## config.mk

```make
export PLATFORM = sky130hd
export DESIGN_NAME = key_lock_table_controller_flat
export DESIGN_NICKNAME = d
export VERILOG_FILES = /design/src/rtl/key_lock_table_controller_if.sv /design/src/rtl/key_lock_table_controller.sv /design/src/flat_wrapper.sv
export SDC_FILE = /design/constraint.sdc
export NUM_CORES = 1
export LEC_CHECK = 0
export CAP_MARGIN = 20
export CORE_MARGIN = 4
export CORE_UTILIZATION = 30
export DETAILED_ROUTE_END_ITERATION = 12
export GPL_ROUTABILITY_DRIVEN = 0
export SYNTH_ARGS = -nofsm -noshare
export SYNTH_HDL_FRONTEND = slang
export SYNTH_SLANG_ARGS = --single-unit
```

## constraint.sdc

```tcl
create_clock -name clk -period 3.4 [get_ports clk]
set_input_delay 0.68 -clock clk [delete_from_list [all_inputs] [get_ports clk]]
set_output_delay 0.68 -clock clk [all_outputs]
set_load 0.02 [all_outputs]
```

## src/rtl/key_lock_table_controller_if.sv

```systemverilog
// Snoopy key-lock bus as seen from one lock controller (master) and the shared arbiter/snooper (slave).
// Handshake: request is a level held from acceptance until the release pulse; grant is sampled
// only while the controller waits for it; conflict is sampled two cycles after the grant cycle.
`timescale 1ns/1ps
interface key_lock_table_controller_if #(
   parameter int KEY_W = 32
);
   logic             snoopy_bus_request;
   logic             snoopy_bus_grant;
   logic             snoopy_bus_release;
   logic             snoop_check_req;
   logic [KEY_W-1:0] snoopy_bus_key_to_be_locked;
   logic             add_conflict_snoopy_to_proc;

   modport master (
      output snoopy_bus_request,
      output snoopy_bus_release,
      output snoop_check_req,
      output snoopy_bus_key_to_be_locked,
      input  snoopy_bus_grant,
      input  add_conflict_snoopy_to_proc
   );

   modport slave (
      input  snoopy_bus_request,
      input  snoopy_bus_release,
      input  snoop_check_req,
      input  snoopy_bus_key_to_be_locked,
      output snoopy_bus_grant,
      output add_conflict_snoopy_to_proc
   );
endinterface

```

## src/rtl/key_lock_table_controller.sv

```systemverilog
// CAM-style key lock table with snoopy-bus acquisition, bounded conflict retry with backoff,
// and release-by-key that runs independently of the acquisition FSM.
`timescale 1ns/1ps
module key_lock_table_controller #(
   parameter int KEY_W       = 32,
   parameter int NUM_LOCKS   = 4,
   parameter int RETRY_WAIT  = 20,
   parameter int MAX_RETRIES = 3
) (
   input  logic                           clk,
   input  logic                           reset_n,
   input  logic [KEY_W-1:0]               proc_key,
   input  logic                           proc_obtain_key,
   output logic                           proc_key_grant,
   output logic                           proc_key_blocked,
   input  logic                           proc_key_release,
   input  logic [KEY_W-1:0]               proc_release_key,
   output logic                           proc_key_release_ack,
   output logic                           proc_release_miss,
   output logic                           locks_available,
   output logic [$clog2(NUM_LOCKS+1)-1:0] lock_count,
   output logic                           busy,
   key_lock_table_controller_if.master    bus,
   output logic [NUM_LOCKS*KEY_W-1:0]     locked_key_export,
   output logic [NUM_LOCKS-1:0]           locked_valid_export,
   output logic [2:0]                     fsm_state_dbg
);
   localparam int CNT_W = $clog2(NUM_LOCKS+1);
   localparam int IDX_W = $clog2(NUM_LOCKS);
   localparam int RC_W  = (MAX_RETRIES < 1) ? 1 : $clog2(MAX_RETRIES+1);
   localparam int BC_W  = $clog2(RETRY_WAIT+1);
   localparam logic [KEY_W-1:0] INVALID_KEY = '1;

   typedef enum logic [2:0] {
      IDLE, WAIT_GRANT, RESPONSE, CHECK, BUS_RELEASE, BACKOFF
   } state_t;

   state_t             state_q, state_d;
   logic               req_q, req_d;
   logic               rel_q, rel_d;
   logic               chk_q, chk_d;
   logic [KEY_W-1:0]   bkey_q, bkey_d;
   logic [KEY_W-1:0]   lkey_q, lkey_d;
   logic [RC_W-1:0]    retry_q, retry_d;
   logic [BC_W-1:0]    bcnt_q, bcnt_d;
   logic               grant_q, grant_d;
   logic               blocked_q, blocked_d;
   logic               ack_q, ack_d;
   logic               miss_q, miss_d;
   logic [KEY_W-1:0]   keys_q [NUM_LOCKS];
   logic [KEY_W-1:0]   keys_d [NUM_LOCKS];
   logic [NUM_LOCKS-1:0] valid_q, valid_d;
   logic [CNT_W-1:0]   count_q, count_d;

   logic               obtain_hit;
   logic               rel_hit;
   logic [IDX_W-1:0]   rel_idx;
   logic [IDX_W-1:0]   alloc_idx;
   logic               alloc;
   logic               free_any;

   // Single pass over the table: lowest free slot, self-conflict match, release match.
   always_comb begin
      obtain_hit = 1'b0;
      rel_hit    = 1'b0;
      rel_idx    = '0;
      alloc_idx  = '0;
      for (int i = NUM_LOCKS - 1; i >= 0; i--) begin
         if (!valid_q[i]) begin
            alloc_idx = IDX_W'(i);
         end
         if (valid_q[i] && (keys_q[i] == proc_key)) begin
            obtain_hit = 1'b1;
         end
         if (valid_q[i] && (keys_q[i] == proc_release_key)) begin
            rel_hit = 1'b1;
            rel_idx = IDX_W'(i);
         end
      end
   end

   assign free_any = ~(&valid_q);

   always_comb begin
      state_d   = state_q;
      req_d     = req_q;
      rel_d     = 1'b0;
      chk_d     = 1'b0;
      bkey_d    = bkey_q;
      lkey_d    = lkey_q;
      retry_d   = retry_q;
      bcnt_d    = bcnt_q;
      grant_d   = 1'b0;
      blocked_d = 1'b0;
      alloc     = 1'b0;
      case (state_q)
         IDLE: begin
            if (proc_obtain_key) begin
               if (!free_any || (proc_key == INVALID_KEY) || obtain_hit) begin
                  blocked_d = 1'b1;
               end else begin
                  lkey_d  = proc_key;
                  retry_d = '0;
                  req_d   = 1'b1;
                  state_d = WAIT_GRANT;
               end
            end
         end
         WAIT_GRANT: begin
            if (bus.snoopy_bus_grant) begin
               bkey_d  = lkey_q;
               chk_d   = 1'b1;
               state_d = RESPONSE;
            end
         end
         RESPONSE: begin
            state_d = CHECK;
         end
         CHECK: begin
            if (!bus.add_conflict_snoopy_to_proc) begin
               // A slot is guaranteed free: the table can only drain while we hold the bus.
               alloc   = 1'b1;
               grant_d = 1'b1;
               state_d = BUS_RELEASE;
            end else begin
               req_d = 1'b0;
               rel_d = 1'b1;
               if (retry_q < RC_W'(MAX_RETRIES)) begin
                  retry_d = retry_q + 1'b1;
                  bcnt_d  = BC_W'(RETRY_WAIT);
                  state_d = BACKOFF;
               end else begin
                  blocked_d = 1'b1;
                  state_d   = IDLE;
               end
            end
         end
         BUS_RELEASE: begin
            req_d   = 1'b0;
            rel_d   = 1'b1;
            state_d = IDLE;
         end
         BACKOFF: begin
            bcnt_d = bcnt_q - 1'b1;
            if (bcnt_q == BC_W'(1)) begin
               req_d   = 1'b1;
               state_d = WAIT_GRANT;
            end
         end
         default: begin
            state_d = IDLE;
         end
      endcase
   end

   // Allocation picks from the pre-release free vector, so it never lands on the released slot.
   always_comb begin
      keys_d  = keys_q;
      valid_d = valid_q;
      ack_d   = 1'b0;
      miss_d  = 1'b0;
      if (alloc) begin
         keys_d[alloc_idx]  = lkey_q;
         valid_d[alloc_idx] = 1'b1;
      end
      if (proc_key_release) begin
         if (rel_hit) begin
            keys_d[rel_idx]  = INVALID_KEY;
            valid_d[rel_idx] = 1'b0;
            ack_d            = 1'b1;
         end else begin
            miss_d = 1'b1;
         end
      end
      count_d = '0;
      for (int i = 0; i < NUM_LOCKS; i++) begin
         count_d = count_d + CNT_W'(valid_d[i]);
      end
   end

   always_ff @(posedge clk or negedge reset_n) begin
      if (!reset_n) begin
         state_q   <= IDLE;
         req_q     <= 1'b0;
         rel_q     <= 1'b0;
         chk_q     <= 1'b0;
         bkey_q    <= '0;
         lkey_q    <= '0;
         retry_q   <= '0;
         bcnt_q    <= '0;
         grant_q   <= 1'b0;
         blocked_q <= 1'b0;
         ack_q     <= 1'b0;
         miss_q    <= 1'b0;
         valid_q   <= '0;
         count_q   <= '0;
         for (int i = 0; i < NUM_LOCKS; i++) begin
            keys_q[i] <= INVALID_KEY;
         end
      end else begin
         state_q   <= state_d;
         req_q     <= req_d;
         rel_q     <= rel_d;
         chk_q     <= chk_d;
         bkey_q    <= bkey_d;
         lkey_q    <= lkey_d;
         retry_q   <= retry_d;
         bcnt_q    <= bcnt_d;
         grant_q   <= grant_d;
         blocked_q <= blocked_d;
         ack_q     <= ack_d;
         miss_q    <= miss_d;
         valid_q   <= valid_d;
         count_q   <= count_d;
         keys_q    <= keys_d;
      end
   end

   assign proc_key_grant                  = grant_q;
   assign proc_key_blocked                = blocked_q;
   assign proc_key_release_ack            = ack_q;
   assign proc_release_miss               = miss_q;
   assign locks_available                 = free_any;
   assign lock_count                      = count_q;
   assign busy                            = (state_q != IDLE);
   assign fsm_state_dbg                   = state_q;
   assign bus.snoopy_bus_request          = req_q;
   assign bus.snoopy_bus_release          = rel_q;
   assign bus.snoop_check_req             = chk_q;
   assign bus.snoopy_bus_key_to_be_locked = bkey_q;
   assign locked_valid_export             = valid_q;

   for (genvar g = 0; g < NUM_LOCKS; g++) begin : g_export
      assign locked_key_export[g*KEY_W +: KEY_W] = keys_q[g];
   end
endmodule

```

## src/flat_wrapper.sv

```systemverilog
// flat-port wrapper written by rule: the top's interface ports become plain ports
module key_lock_table_controller_flat 
#(
   parameter int KEY_W       = 32,
   parameter int NUM_LOCKS   = 4,
   parameter int RETRY_WAIT  = 20,
   parameter int MAX_RETRIES = 3
)
  (clk, reset_n, proc_key, proc_obtain_key, proc_key_grant, proc_key_blocked, proc_key_release, proc_release_key, proc_key_release_ack, proc_release_miss, locks_available, lock_count, busy, locked_key_export, locked_valid_export, fsm_state_dbg, bus_snoopy_bus_request, bus_snoopy_bus_release, bus_snoop_check_req, bus_snoopy_bus_key_to_be_locked, bus_snoopy_bus_grant, bus_add_conflict_snoopy_to_proc);
  key_lock_table_controller_if #(.KEY_W(KEY_W)) bus_i ();
  input  logic clk;
  input  logic reset_n;
  input  logic [KEY_W-1:0] proc_key;
  input  logic proc_obtain_key;
  output logic proc_key_grant;
  output logic proc_key_blocked;
  input  logic proc_key_release;
  input  logic [KEY_W-1:0] proc_release_key;
  output logic proc_key_release_ack;
  output logic proc_release_miss;
  output logic locks_available;
  output logic [$clog2(NUM_LOCKS+1)-1:0] lock_count;
  output logic busy;
  output logic [NUM_LOCKS*KEY_W-1:0] locked_key_export;
  output logic [NUM_LOCKS-1:0] locked_valid_export;
  output logic [2:0] fsm_state_dbg;
  output wire logic [$bits(bus_i.snoopy_bus_request)-1:0] bus_snoopy_bus_request;
  output wire logic [$bits(bus_i.snoopy_bus_release)-1:0] bus_snoopy_bus_release;
  output wire logic [$bits(bus_i.snoop_check_req)-1:0] bus_snoop_check_req;
  output wire logic [$bits(bus_i.snoopy_bus_key_to_be_locked)-1:0] bus_snoopy_bus_key_to_be_locked;
  input wire logic [$bits(bus_i.snoopy_bus_grant)-1:0] bus_snoopy_bus_grant;
  input wire logic [$bits(bus_i.add_conflict_snoopy_to_proc)-1:0] bus_add_conflict_snoopy_to_proc;
  assign bus_snoopy_bus_request = bus_i.snoopy_bus_request;
  assign bus_snoopy_bus_release = bus_i.snoopy_bus_release;
  assign bus_snoop_check_req = bus_i.snoop_check_req;
  assign bus_snoopy_bus_key_to_be_locked = bus_i.snoopy_bus_key_to_be_locked;
  assign bus_i.snoopy_bus_grant = bus_snoopy_bus_grant;
  assign bus_i.add_conflict_snoopy_to_proc = bus_add_conflict_snoopy_to_proc;
  key_lock_table_controller #(.KEY_W(KEY_W), .NUM_LOCKS(NUM_LOCKS), .RETRY_WAIT(RETRY_WAIT), .MAX_RETRIES(MAX_RETRIES)) u_core (.clk(clk), .reset_n(reset_n), .proc_key(proc_key), .proc_obtain_key(proc_obtain_key), .proc_key_grant(proc_key_grant), .proc_key_blocked(proc_key_blocked), .proc_key_release(proc_key_release), .proc_release_key(proc_release_key), .proc_key_release_ack(proc_key_release_ack), .proc_release_miss(proc_release_miss), .locks_available(locks_available), .lock_count(lock_count), .busy(busy), .bus(bus_i), .locked_key_export(locked_key_export), .locked_valid_export(locked_valid_export), .fsm_state_dbg(fsm_state_dbg));
endmodule
```

Yosys cells after proc, flatten, opt, wreduce, memory -nomap -nowiden
Cells that the tools add are included.
Operators by class
  $add $sub $neg: 5
  order comparisons: 9
  equality and inequality tests: 21
  mux-type cells: 66
  bitwise operators: 8
  reduce and logical (&&, ||, !) cells: 26
Operators by type and width (number)
  two-way mux 128 bit: 3
  == test 32 bit: 8
  bitwise mux 128 bit: 1
  demux 32 bit (select 2 bit): 2
  OR 128 bit: 1
  two-way mux 32 bit: 2
  == test 32 bit, second input constant: 1
  two-way mux 1 bit: 27
  two-way mux 2 bit: 12
  two-way mux 3 bit: 6
  case mux 3 bit (5 select lines): 1
  logical AND 1 bit: 12
  two-way mux 4 bit: 3
  two-way mux 5 bit: 2
  case mux 5 bit (2 select lines): 1
  AND reduction 5 bit: 2
  != test 2 bit, second input constant: 4
  AND reduction 4 bit: 2
  adder 3 x 1 -> 3 bit: 2
  == test 3 x 2 -> 1 bit, second input constant: 2
  == test 3 bit, second input constant: 2
  greater-or-equal comparator 3 bit, second input constant: 2
  less-than comparator 2 x 3 -> 1 bit, second input constant: 2
  less-than comparator 3 x 1 -> 1 bit, second input constant: 2
  24 further kinds: 33
Word-level totals
  bits in registers: 216
  bits of input ports: 70
  output and inout port bits: 179
  word-level logic and storage cells: 153

Logic depth before layout (Yosys ltp)
  word-level depth: 17
  gate-level depth with buffers: 10
  mapped depth without buffers: 10

Worst setup path before layout
Ideal clock, no wire load.
  path kind: input -> register
  start point: input port proc_release_key[5]
  end point: register u_core.count_q[1] (netlist: u_core.lock_count[1])
  setup time: 126 ps
  data arrival time: 3047 ps
  data required time: 3274 ps
  path slack: 227 ps
  stages on the path: 10
  path buffers: 1
  cell sequence: clkbuf_1 o221ai_1 or4_1 nor3_1 nor2_1 nand2_1 o21a_1 ha_1 fa_1 ha_1
On the way
  word-level cells in the longest chain between the ends: 17
  elaborated cells between the ends (all ways): 28
  those cells by class: add/sub: 3; order compare: 2; eq/ne: 4; mux: 12; bitwise: 2; reduce/logical: 5
Ends and longest elaborated chain
  from (decl): RTL line flat_wrapper.sv:18  | input logic [KEY_W-1:0] proc_release_key;
  == test 32 bit: RTL line key_lock_table_controller.sv:75  | if (valid_q[i] && (keys_q[i] == proc_release_key)) begin
  logical AND 1 bit: RTL line key_lock_table_controller.sv:75
  two-way mux 2 bit (4 in series): RTL line key_lock_table_controller.sv:75
  less-than comparator 2 x 3 -> 1 bit (not written as such) / greater-or-equal comparator 2 x 1 -> 1 bit (equally long branches): RTL line key_lock_table_controller.sv:169  | valid_d[rel_idx] = 1'b0;
  logical AND 1 bit (not written as such): RTL line key_lock_table_controller.sv:169
  two-way mux 1 bit (not written as such): RTL line key_lock_table_controller.sv:169
  demux 1 bit (select 2 bit)
  inverter 4 bit (no source line)
  bitwise AND 4 bit (no source line)
  two-way mux 4 bit (*): RTL line key_lock_table_controller.sv:167  | if (rel_hit) begin
  two-way mux 4 bit (*): RTL line key_lock_table_controller.sv:166  | if (proc_key_release) begin
  via u_core.valid_d[1]: RTL line key_lock_table_controller.sv:52  | logic [NUM_LOCKS-1:0] valid_q, valid_d;
  adder 1 x 1 -> 2 bit (*): RTL line key_lock_table_controller.sv:177  | count_d = count_d + CNT_W'(valid_d[i]);
  adder 3 x 1 -> 3 bit (*) (2 in series): RTL line key_lock_table_controller.sv:177
  via u_core.count_d[1]: RTL line key_lock_table_controller.sv:53  | logic [CNT_W-1:0] count_q, count_d;
  to (signal assigned): RTL line key_lock_table_controller.sv:214  | count_q <= count_d;
  to (decl): RTL line key_lock_table_controller.sv:53
The timed path passes the listed nets; every way through them passes the cells marked *.
A chain may end at the register's enable or synchronous reset.

Worst setup path after layout
  start point: input port proc_release_key[20]
  end point: register u_core.count_q[1] (netlist: u_core.lock_count[1])
On the way
  elaborated cells between the ends (all ways): 28
  those cells by class: add/sub: 3; order compare: 2; eq/ne: 4; mux: 12; bitwise: 2; reduce/logical: 5
RTL lines (RTL line)
  == test 32 bit: key_lock_table_controller.sv:75
  logical AND 1 bit: key_lock_table_controller.sv:75
  two-way mux 2 bit (4 in series): key_lock_table_controller.sv:75
  less-than comparator 2 x 3 -> 1 bit (not written as such) / greater-or-equal comparator 2 x 1 -> 1 bit (equally long branches): key_lock_table_controller.sv:169
  logical AND 1 bit (not written as such): key_lock_table_controller.sv:169
  two-way mux 1 bit (not written as such): key_lock_table_controller.sv:169
  demux 1 bit (select 2 bit)
  inverter 4 bit (no source line)
  bitwise AND 4 bit (no source line)
  two-way mux 4 bit (*): key_lock_table_controller.sv:167
  two-way mux 4 bit (*): key_lock_table_controller.sv:166
  via u_core.valid_d[2]: key_lock_table_controller.sv:52
  adder 3 x 1 -> 3 bit (*) (2 in series): key_lock_table_controller.sv:177
  via u_core.count_d[1]: key_lock_table_controller.sv:53
Marked as above.

==> flow_summary.toml <==
[timing]
drv_slew = 0
setup_viol = 0
finalSetupTns_ns = 0
timing.final.crit_share = 0.9985
min_period_ns = 3.395
hold_viol_final = 0
worst_slew_pin_slew_ns = 0.7100
relSlewSlack = 0.5266
fin_skew_ns = 0.01812
fmax_mhz = 294.6

[pwr]
ir_worst_vdd_v = 0.0005145
p_clk_frac = 0.202
p_switching_mw = 6.041
seqPwrFrac = 0.379
p_comb_frac = 0.419
p_int_mw = 9.010
power.total_mw = 15.05
leakage_nw = 8.309
power_density_nw_per_um2 = 897.2
p_sw_frac = 0.4014

[cells_and_area]
nets = 1503
drive_gt1_frac = 0.2647
syn2layout_area_growth_pct = 40.31
filler_cell_count = 3705
fin_cells = 1967

[clock_network]
cts_setup_buffers = 0
cts_max_path_buffers = 3
clk-insertion-delay-late_ns = 0.54
cts_root_buf = "clkbuf_16"
cts_num_sinks = 216
clk_pin_slew_ns = 0.07
cts_tree = "done"
cts_hold_repair.buffers = 0
numCtsBuffers = 26
ctsHtreeMaxLevel = 1

[worst_setup_path]
crit_arrival_ns = 3.81
r2r_cells = 11
rr_startpoint = "u_core.locked_key_export[2]"
timing.rr.end = "u_core.lock_count[1]"
critPathSlowestCell = "nor4_1"
endpoint_kind = "flip-flop"
path_max_fanout = 4
critPathTopFamily = "simple AND/OR/NAND/NOR gates"
critPathBufInv = 2
reg2reg_slack_ns = 0.20
worstPathCellList = "clkdlybuf4s50_1 > buf_4 > xor2_1 > nor4_1 > nand4_1 > nor3_2 > nand3b_1 > nor2b_1 > fa_1 > ha_1"
worstSetupPathType = "in -> reg"
start_kind = "input port"
worst-path-stages = 10
max_stage_delay_ns = 0.59
crit_required_ns = 3.82

[floorplanning]
rows = 72
num_io_pins = 249
fp.coreArea_um2 = 39010
fp.dieH_um = 207.6
die-area_um2 = 43110
die_w_um = 207.6
initial_core_util = 0.3065

[placement]
port_buffers = 248
hpwl_um = 38490
dp.cells = 1917

[route]
drc = 0
drtIter0Drc = 857
wl_per_cell_um = 24.91
viasPerCell = 5.112
drtAntennaViolNets = 0
first_pass_iters = 6
routed_wl_um = 49010
vias = 10056

[run_status]
status = "finished, final reports clean"

[grt]
grt_use_total = 0.2183
grt_max_degree = 85
grt_pass1_vias = 10319
grt_overflow = 0
grt_first_pass_wirelength_um = 70990
antenna_found_initial = 7

[synth]
syn_nets = 1171
yosysWarnings = 0
synthArstFlopShare = 1.000
synth_cell_types = 42
synthFlopType = "dfstp_2"
synth_enable_flop_cells = 0
ys_seq_elements = 216
yosysSeqAreaShare = 0.4655
syn_area_um2 = 11960
netlist_instances = 1095
syn_area_per_cell_um2 = 10.92

[flow_run]
maxCapViolations = 0

[hold_path]
hold_class = "in -> async"
## synth_stat cells, drive strengths merged (4+ instances only)
master  count  area share
xor2      231        0.17
nand2     176       0.055
dfstp     128        0.28
mux2i      96       0.080
dfrtp      88        0.18
mux2       64       0.069
nor4       57       0.030
nand3      45       0.019
buf        41       0.027
clkbuf     32       0.010
xnor2      24       0.018
nand4      22       0.012
nor3       15      0.0063
inv        12      0.0038
nor2       12      0.0038
o21ai      11      0.0046
and2        5      0.0026
ha          5      0.0052
nand3b      4      0.0025
or4         4      0.0025
## layer usage
layer  track usage  up-vias  routed length, um
li1              -     4374                  -
met1        0.2936     5074              20850
met2        0.3444      495              22120
met3       0.06559      105               4435
met4       0.05980        8               1544
met5             0        -                 58
## how the worst max path moves through the flow
stage / start / to
final: proc_release_key[20] / u_core.lock_count[1]
after global routing: proc_release_key[12] / u_core.lock_count[1]
after CTS: proc_release_key[6] / u_core.lock_count[1]
after detailed placement: proc_release_key[6] / u_core.lock_count[1]
after global placement: proc_release_key[6] / u_core.lock_count[1]
after floorplan: proc_release_key[5] / u_core.lock_count[1]
## worst reg2reg max path: cells and delay by family, from the launching register on
family,cells,cell delay (ns)
buffers and inverters,1,0.16
adders and majority gates,3,0.91
xor gates and xnor gates,1,0.15
and+or+nand+nor,5,1.07
AOI/OAI and AO/OA,1,0.17
DFF,1,0.64
## placed cells by master, fill, tap and decap left out, types with 3 or more instances in the layout
cell	synthesis	final
clkdlybuf4s50_1	0	245
xor2_1	231	231
nand2_1	176	176
dfstp_2	128	128
buf_4	27	120
mux2i_1	96	96
dfrtp_1	88	88
nor4_1	57	50
nand3_1	45	45
mux2_2	37	37
mux2_4	27	27
clkbuf_16	0	27
nand4_1	22	22
xnor2_1	24	22
nor3_1	15	13
nor2_1	12	12
inv_1	12	12
o21ai_0	11	11
buf_12	2	9
clkinv_2	0	7
nor4_2	0	5
ha_1	5	5
bufinv_16	0	5
nand3b_1	4	4
or4_1	4	4
and2_1	4	4
clkbuf_8	0	4
a21oi_1	3	3
clkinv_4	0	3
## flip-flops by register name (all words and copies together) (netlist names)
name	flops
u_core.bus.snoopy_bus_request	1
u_core.proc_key_blocked	1
u_core.locked_valid_export	4
u_core.bus.snoopy_bus_key_to_be_locked	32
u_core.lkey_q	32
u_core.bcnt_q	5
u_core.bus.snoop_check_req	1
u_core.proc_release_miss	1
u_core.bus.snoopy_bus_release	1
u_core.proc_key_release_ack	1
u_core.retry_q	2
u_core.locked_key_export	128
u_core.fsm_state_dbg	3
u_core.proc_key_grant	1
u_core.lock_count	3
## area by class of cell
| cell class | count | area [um^2] | area share |
|---|---|---|---|
| multi-input cells | 794 | 5997 | 0.3575 |
| clock inverters | 16 | 219.0 | 0.01305 |
| repair buffers | 377 | 3572 | 0.2129 |
| inverters | 12 | 45.04 | 0.002685 |
| flip-flops and latches | 216 | 5565 | 0.3317 |
| diodes | 2 | 5.005 | 0.0002983 |
| well taps | 518 | 648.1 | 0.03863 |
| clock buffers | 32 | 724.4 | 0.04318 |
## power groups by stage
stage / sequential [mW] / clock [mW] / combinational (mW)
2_1_floorplan: 6.01 / 0 / 2.46
3_3_place_gp: 5.68 / 0 / 6.17
3_5_place_dp: 5.69 / 0 / 6.23
4_1_cts: 5.67 / 3.09 / 6.28
5_1_grt: 5.85 / 3.20 / 6.66
6_report: 5.70 / 3.04 / 6.31
## metrics by stage
stage,cell area (um^2),hold WS [ns],utilization,worst slack [ns]
4_1_cts,16710,0.2192,0.4283,0.002446
5_1_grt,16770,0.2436,0.4300,-0.0004388
3_5_place_dp,15740,0.4964,0.4034,-0.8044
2_1_floorplan,11960,0.3844,-,0.2275
3_3_place_gp,15740,0.4908,0.4034,-0.8283
6_report,16780,0.2085,0.4301,0.005173
## logic make-up (layout without fill, tap and decap cells)
group | count (synthesis) | count (layout) | share of synthesized area
flip-flops | 216 | 216 | 0.4655
buffers and inverters | 85 | 437 | 0.04102
XOR/XNOR | 255 | 255 | 0.1868
other | 0 | 2 | 0
AO/OA/AOI/OAI | 25 | 25 | 0.01308
adder cells (fa/ha/maj) | 6 | 6 | 0.006907
AND/OR/NAND/NOR | 348 | 348 | 0.1376
multiplexers | 160 | 160 | 0.1491
## repair_timing
action	4_1_cts	5_1_grt
resized for setup	5	11
endpoints found under the hold margin	0	0
setup endpoints to repair	3	3
pin swaps	0	2
(Power assumes the default switching activity.)
